File: config.mk
export PLATFORM = sky130hd
export DESIGN_NAME = int_div_seq
export DESIGN_NICKNAME = d
export VERILOG_FILES = /design/src/rtl/int_div_seq.sv
export SDC_FILE = /design/constraint.sdc
export NUM_CORES = 1
export LEC_CHECK = 0
export CAP_MARGIN = 40
export CORE_MARGIN = 3
export CORE_UTILIZATION = 51
export CTS_BUF_LIST = sky130_fd_sc_hd__clkbuf_8 sky130_fd_sc_hd__clkbuf_16
export DETAILED_ROUTE_END_ITERATION = 6
export PLACE_DENSITY = 0.81
export SYNTH_ARGS = -nofsm -noshare
export SYNTH_HDL_FRONTEND = slang
export SYNTH_SLANG_ARGS = --single-unit
export TNS_END_PERCENT = 20
File: constraint.sdc
create_clock -name Clk -period 2.95 [get_ports Clk]
set_input_delay 0.4425 -clock Clk [delete_from_list [all_inputs] [get_ports Clk]]
set_output_delay 0.4425 -clock Clk [all_outputs]
set_load 0.02 [all_outputs]
File: src/rtl/int_div_seq.sv
// Sequential radix-2 restoring unsigned divider: one quotient bit per clock,
// valid/ready handshakes on the operand and result sides.
module int_div_seq #(
    parameter int unsigned WIDTH = 8
) (
    input  logic             Clk,
    input  logic             Rst,
    input  logic             InValid,
    output logic             InReady,
    input  logic [WIDTH-1:0] Dividend,
    input  logic [WIDTH-1:0] Divisor,
    output logic             OutValid,
    input  logic             OutReady,
    output logic [WIDTH-1:0] Quotient,
    output logic [WIDTH-1:0] Remainder,
    output logic             DivByZero
);

    localparam int unsigned CW = $clog2(WIDTH);

    typedef enum logic [1:0] {
        IDLE,
        BUSY,
        DONE
    } state_t;

    state_t           state;
    logic [WIDTH-1:0] q;
    logic [WIDTH-1:0] r;
    logic [WIDTH-1:0] d;
    logic [CW-1:0]    cnt;
    logic             dz;

    logic [WIDTH:0]   shifted;
    logic [WIDTH:0]   trial;

    // Trial subtract is WIDTH+1 wide so the borrow survives; a restored value
    // is always below the divisor, so its top bit is zero and drops safely.
    assign shifted = {r, q[WIDTH-1]};
    assign trial   = shifted - {1'b0, d};

    always_ff @(posedge Clk or posedge Rst) begin
        if (Rst) begin
            state <= IDLE;
            q     <= '0;
            r     <= '0;
            d     <= '0;
            cnt   <= '0;
            dz    <= 1'b0;
        end else begin
            case (state)
                IDLE: begin
                    if (InValid) begin
                        d     <= Divisor;
                        cnt   <= CW'(WIDTH - 1);
                        state <= BUSY;
                        // Zero divisor spends one BUSY cycle with the result
                        // already loaded, giving a one-edge accept-to-valid delay.
                        if (Divisor == '0) begin
                            q  <= '1;
                            r  <= Dividend;
                            dz <= 1'b1;
                        end else begin
                            q  <= Dividend;
                            r  <= '0;
                            dz <= 1'b0;
                        end
                    end
                end
                BUSY: begin
                    if (dz) begin
                        state <= DONE;
                    end else begin
                        if (!trial[WIDTH]) begin
                            r <= trial[WIDTH-1:0];
                            q <= {q[WIDTH-2:0], 1'b1};
                        end else begin
                            r <= shifted[WIDTH-1:0];
                            q <= {q[WIDTH-2:0], 1'b0};
                        end
                        cnt <= cnt - CW'(1);
                        if (cnt == '0) begin
                            dz    <= 1'b0;
                            state <= DONE;
                        end
                    end
                end
                DONE: begin
                    if (OutReady) begin
                        state <= IDLE;
                    end
                end
                default: state <= IDLE;
            endcase
        end
    end

    assign InReady   = (state == IDLE) && !Rst;
    assign OutValid  = (state == DONE);
    assign Quotient  = q;
    assign Remainder = r;
    assign DivByZero = dz;

endmodule
== Yosys cells after proc, flatten, opt, wreduce, memory -nomap -nowiden ==
Cells that the tools add are included.

* Register bits after elaboration: 30
* Input port bits: 20
* Output and inout port bits: 19
* Logic and storage cells: 46

* Add/sub/neg operators: 2
* Equal/unequal tests: 6
* Multiplexer cells: 22
* Reductions and logical operators: 10

{| class="wikitable"
|+ Operator list
! operator !! number
|-
| $mux W8 || 7
|-
| $pmux W8 S2 || 2
|-
| $sub A9 B8 Y9 || 1
|-
| $logic_not A8 Y1 || 1
|-
| $mux W2 || 4
|-
| $mux W3 || 2
|-
| $pmux W2 S3 || 1
|-
| $pmux W3 S2 || 1
|-
| $reduce_and A3 Y1 || 2
|-
| $mux W1 || 4
|-
| $ne A2 B2 Y1 const B || 2
|-
| $reduce_and A2 Y1 || 2
|-
| $logic_not A3 Y1 || 1
|-
| $ne A3 B3 Y1 const B || 1
|-
| $sub A3 B1 Y3 const B || 1
|-
| $eq A2 B1 Y1 const B || 1
|-
| $eq A2 B2 Y1 const B || 1
|-
| $logic_not A2 Y1 || 1
|-
| $ne A2 B1 Y1 const B || 1
|-
| $pmux W1 S2 || 1
|-
| $reduce_bool A2 Y1 || 1
|-
| $logic_and A1 B1 Y1 || 1
|-
| $logic_not A1 Y1 || 1
|}

== Logic depth before layout (Yosys ltp) ==
* Word-level depth: 4
* Mapped depth: 10
* Depth with buffers taken out: 9

== Worst setup path before layout ==
Ideal clock, no wire load.

* Path kind: register to register
* From: register q[7], in the netlist Quotient[7]
* To: register r[0], in the netlist Remainder[0]
* Library setup time: 82 ps
* Arrival time: 2,345 ps
* Required time: 2,868 ps
* Setup slack: 522 ps
* Stages on the path, launching flop included: 10
* Buffers on the path: 0
* Period minus slack after synthesis: 2,428 ps
* Path through: dfrtp_1 > inv_1 > ha_1 > inv_1 > fa_1 > a211oi_4 > o211ai_1 > a211oi_2 > mux2_2 > o22ai_1

* Cells in the longest elaborated chain, start to end: 4

{| class="wikitable"
|+ RTL lines
! what !! line !! RTL
|-
| start: declaration || 28 || <nowiki>logic [WIDTH-1:0] q;</nowiki>
|-
| start signal: assignment || 64 || <nowiki>q <= Dividend;</nowiki>
|-
| start signal: assignment || 76 || <nowiki>q <= {q[WIDTH-2:0], 1'b1};</nowiki>
|-
| start signal: assignment || 79 || <nowiki>q <= {q[WIDTH-2:0], 1'b0};</nowiki>
|-
| $sub A9 B8 Y9 || 40 || <nowiki>assign trial = shifted - {1'b0, d};</nowiki>
|-
| $mux W8 (*) || 74 || <nowiki>if (!trial[WIDTH]) begin</nowiki>
|-
| $mux W8 (*) || 71 || <nowiki>if (dz) begin</nowiki>
|-
| $pmux W8 S2 (*) || 51 || <nowiki>case (state)</nowiki>
|-
| end signal: assignment || 61 || <nowiki>r <= Dividend;</nowiki>
|-
| end signal: assignment || 75 || <nowiki>r <= trial[WIDTH-1:0];</nowiki>
|-
| end signal: assignment || 78 || <nowiki>r <= shifted[WIDTH-1:0];</nowiki>
|-
| end: declaration || 29 || <nowiki>logic [WIDTH-1:0] r;</nowiki>
|}

Mark *: on every way between the ends. The rest lies on a longest branch, timed or not. The select of a mux whose other input is x is not followed.
A chain may end at the register's enable or synchronous reset.

== Worst setup path after layout ==
Same ends and word-level chain as after synthesis.

==> results by group <==
Routing
  – Vias: 1732
  – Routed Antenna Nets: 0
  – Vias per Instance: 5.70
  – Drt drc: 0
  – Top routing layer in use: met4
  – Drt initial violations: 133
  – Met2 WL: 2.20 mm
  – Wire length per cell: 15.0 µm
  – Length of routed met3 wiring: 201 µm
  – WL final: 4.55 mm
  – Routed met1 length: 2.07 mm
  – Pre-antenna DRT Iters: 4

Worst setup path
  – Crit start category: register
  – WS Path Type: reg -> reg
  – Crit path max fanout: 12
  – CP required: 3.16 ns
  – Critical R2R Capture: Remainder[0]
  – R2R Setup Slk: 0.39 ns
  – Worst Setup End Kind: register
  – Origin of the critical flop-to-flop path: Quotient[7]
  – WP data arrival: 2.77 ns
  – R2R cell count: 10

Synth
  – Seq/Total Area, Yosys: 0.396
  – Synth Net Count: 246
  – Cell Area, Synth: 1890 µm²
  – Main synth FF type: dfrtp_1
  – Synthesized instance count: 215
  – Post-synth EDFFs: 0
  – Asr flop ratio synth: 1.00
  – Synthesized flop and latch total: 30
  – Yosys warns: 0
  – Netlist cell types: 43
  – Mean post-synth cell area: 8.81 µm²

Global routing
  – First-pass GRT wire length: 7.64 mm
  – Vias in the first global route: 1641
  – Initial antenna violation count: 0
  – GR Overflow Total: 0
  – Largest net degree at the start of global routing: 31
  – GRT Total Usage: 0.230

Floorplanning
  – Core area: 3470 µm²
  – Row cnt: 21
  – Die Y-Extent: 66.9 µm
  – DIE AREA: 4480 µm²
  – Die Wd: 66.9 µm
  – Initial Util: 0.546
  – Num ports: 39

Clocking
  – Cts bufs inserted: 5
  – Worst-path clk slew: 0.07 ns
  – Postcts setup bufs: 0
  – CTS tree: yes
  – # H-tree levels: 2
  – Clk buf depth: 2
  – Worst skew pair latency: 0.29 ns
  – Post-CTS Resized: 0
  – Hold buffer count at CTS: 0
  – Clock sink count: 30
  – Root buffer cell: clkbuf_8

Finish
  – Nets@finish: 288
  – Design area: 2430 µm²
  – Share of cells above drive strength 1: 0.0969
  – Antenna cells: 0
  – Area Overhead vs Synth: 28.1%
  – Fill cells: 304
  – Fin util: 0.700

Pwr
  – Leakage: 0.00106 µW
  – Cell Pwr Density: 1440 nW/µm²
  – Worst vdd ir: 0.619 mV

STA
  – Setup TNS Final: 0 ns
  – Final Max Slew Viols: 0
  – Tcrit/Tclk final: 0.868
  – Minimum clock period: 2.56 ns
  – Slew @ Worst Pin: 0.619 ns
  – Relative slew slack: 0.588
  – Clock Skews: 0.00834 ns
  – Fmax: 0.391 GHz
  – Final Hold Violating Endpoints: 0
  – Final worst slack: 0.391 ns
  – RSZ-0062 raised after global routing: false
  – Endpoints failing setup: 0
  – Worst hold-check slack: 0.480 ns

Place
  – Post-place setup slack: 0.406 ns
  – Post-place instance area: 2330 µm²
  – RD Place Congestion: 0.924
  – Input/output buffers: 38
  – Dpl hpwl: 3.40 mm

Worst hold path
  – Hold Startpoint: cnt[0]
  – Hold Crit Class: reg -> reg
  – Hold endpoint: cnt[0]
  – Worst Hold Depth: 1

Run status
  – Status: complete, no violations

Job
  – Max_cap viols: 0
-- how the worst max path moves through the flow --
stage / start / slack, ns / to / depth (start not counted)
6_report: Quotient[7] / 0.39 / Remainder[0] / 10
3_3_place_gp: Quotient[7] / 0.45 / Remainder[0] / 10
3_5_place_dp: Quotient[7] / 0.41 / Remainder[0] / 10
2_1_floorplan: Quotient[7] / 0.52 / Remainder[0] / 9
5_1_grt: Quotient[7] / 0.17 / Remainder[0] / 10
4_1_cts: Quotient[7] / 0.38 / Remainder[0] / 10
-- critical path, cell delays in order, from the launching register on --
cell,delay (ns)
dfrtp_1,0.38
inv_1,0.08
ha_1,0.16
inv_1,0.05
fa_1,0.43
a211oi_4,0.33
o211ai_1,0.15
a211oi_2,0.19
buf_4,0.23
mux2_2,0.35
o22ai_1,0.14
-- logic make-up after synthesis --
logic type / count (synthesis) / synth area share
XOR/XNOR: 4 / 0.0185
AO/OA/AOI/OAI: 77 / 0.270
multiplexers: 5 / 0.0271
adder cells (fa/ha/maj): 11 / 0.0766
flip-flops: 30 / 0.396
AND/OR/NAND/NOR: 58 / 0.146
buffers and inverters: 30 / 0.0654
-- power by group --
part / switching [µW] / total, µW / internal [µW] / leakage [µW]
sequential: 172 / 797 / 624 / 0.000363
combinational: 1300 / 2350 / 1050 / 0.000655
clock: 171 / 359 / 187 / 0.0000472
total: 1640 / 3510 / 1870 / 0.00106
-- per-stage QoR --
stage | cells | power [µW]
final | 304 | 3510
after global routing | 304 | 3820
after CTS | 304 | 3510
after detailed placement | 296 | 3140
after global placement | 296 | 3090
after floorplan | 215 | 2510
-- per-layer routing --
layer / vias up / track usage
met2: 40 / 0.381
met4: 0 / 0.0835
met1: 828 / 0.288
met3: 9 / 0.0573
li1: 855 / -
met5: - / 0
-- layout by cell type (no fill, tap or decap), types with 3 or more instances in the layout --
cell / count
clkdlybuf4s50_1: 38
dfrtp_1: 30
nand2_1: 25
o21ai_0: 24
inv_1: 21
nor2_1: 15
a21oi_1: 15
o22ai_1: 11
ha_1: 10
clkbuf_8: 6
buf_4: 6
and3_1: 4
mux2i_1: 4
o211ai_1: 3
xor2_1: 3
-- state kept, by name, indices dropped and copies added, names as in the netlist --
| register | count |
|---|---|
| state | 2 |
| d | 8 |
| cnt | 3 |
| Quotient | 8 |
| Remainder | 8 |
| DivByZero | 1 |
-- cell type report --
type / count / area (µm²) / area share
clock buffer: 6 / 82.6 / 0.0340
clock inverter: 2 / 12.5 / 0.00515
inverter: 21 / 78.8 / 0.0325
multi-input combinational: 155 / 1020 / 0.420
sequential: 30 / 751 / 0.309
tap: 46 / 57.6 / 0.0237
timing repair buffer: 44 / 425 / 0.175
-- cell usage after synthesis (3+ instances only) --
cell type | count | share of area
inv_1 | 21 | 0.042
ha_1 | 10 | 0.066
a21oi_1 | 15 | 0.040
o22ai_1 | 11 | 0.036
mux2i_1 | 4 | 0.021
xor2_1 | 3 | 0.014
o211ai_1 | 3 | 0.012
clkbuf_1 | 5 | 0.0099
buf_2 | 3 | 0.0079
nand2_1 | 25 | 0.050
nor2_1 | 15 | 0.030
o21ai_0 | 24 | 0.063
and3_1 | 4 | 0.013
dfrtp_1 | 30 | 0.40
(Power assumes the default switching activity.)
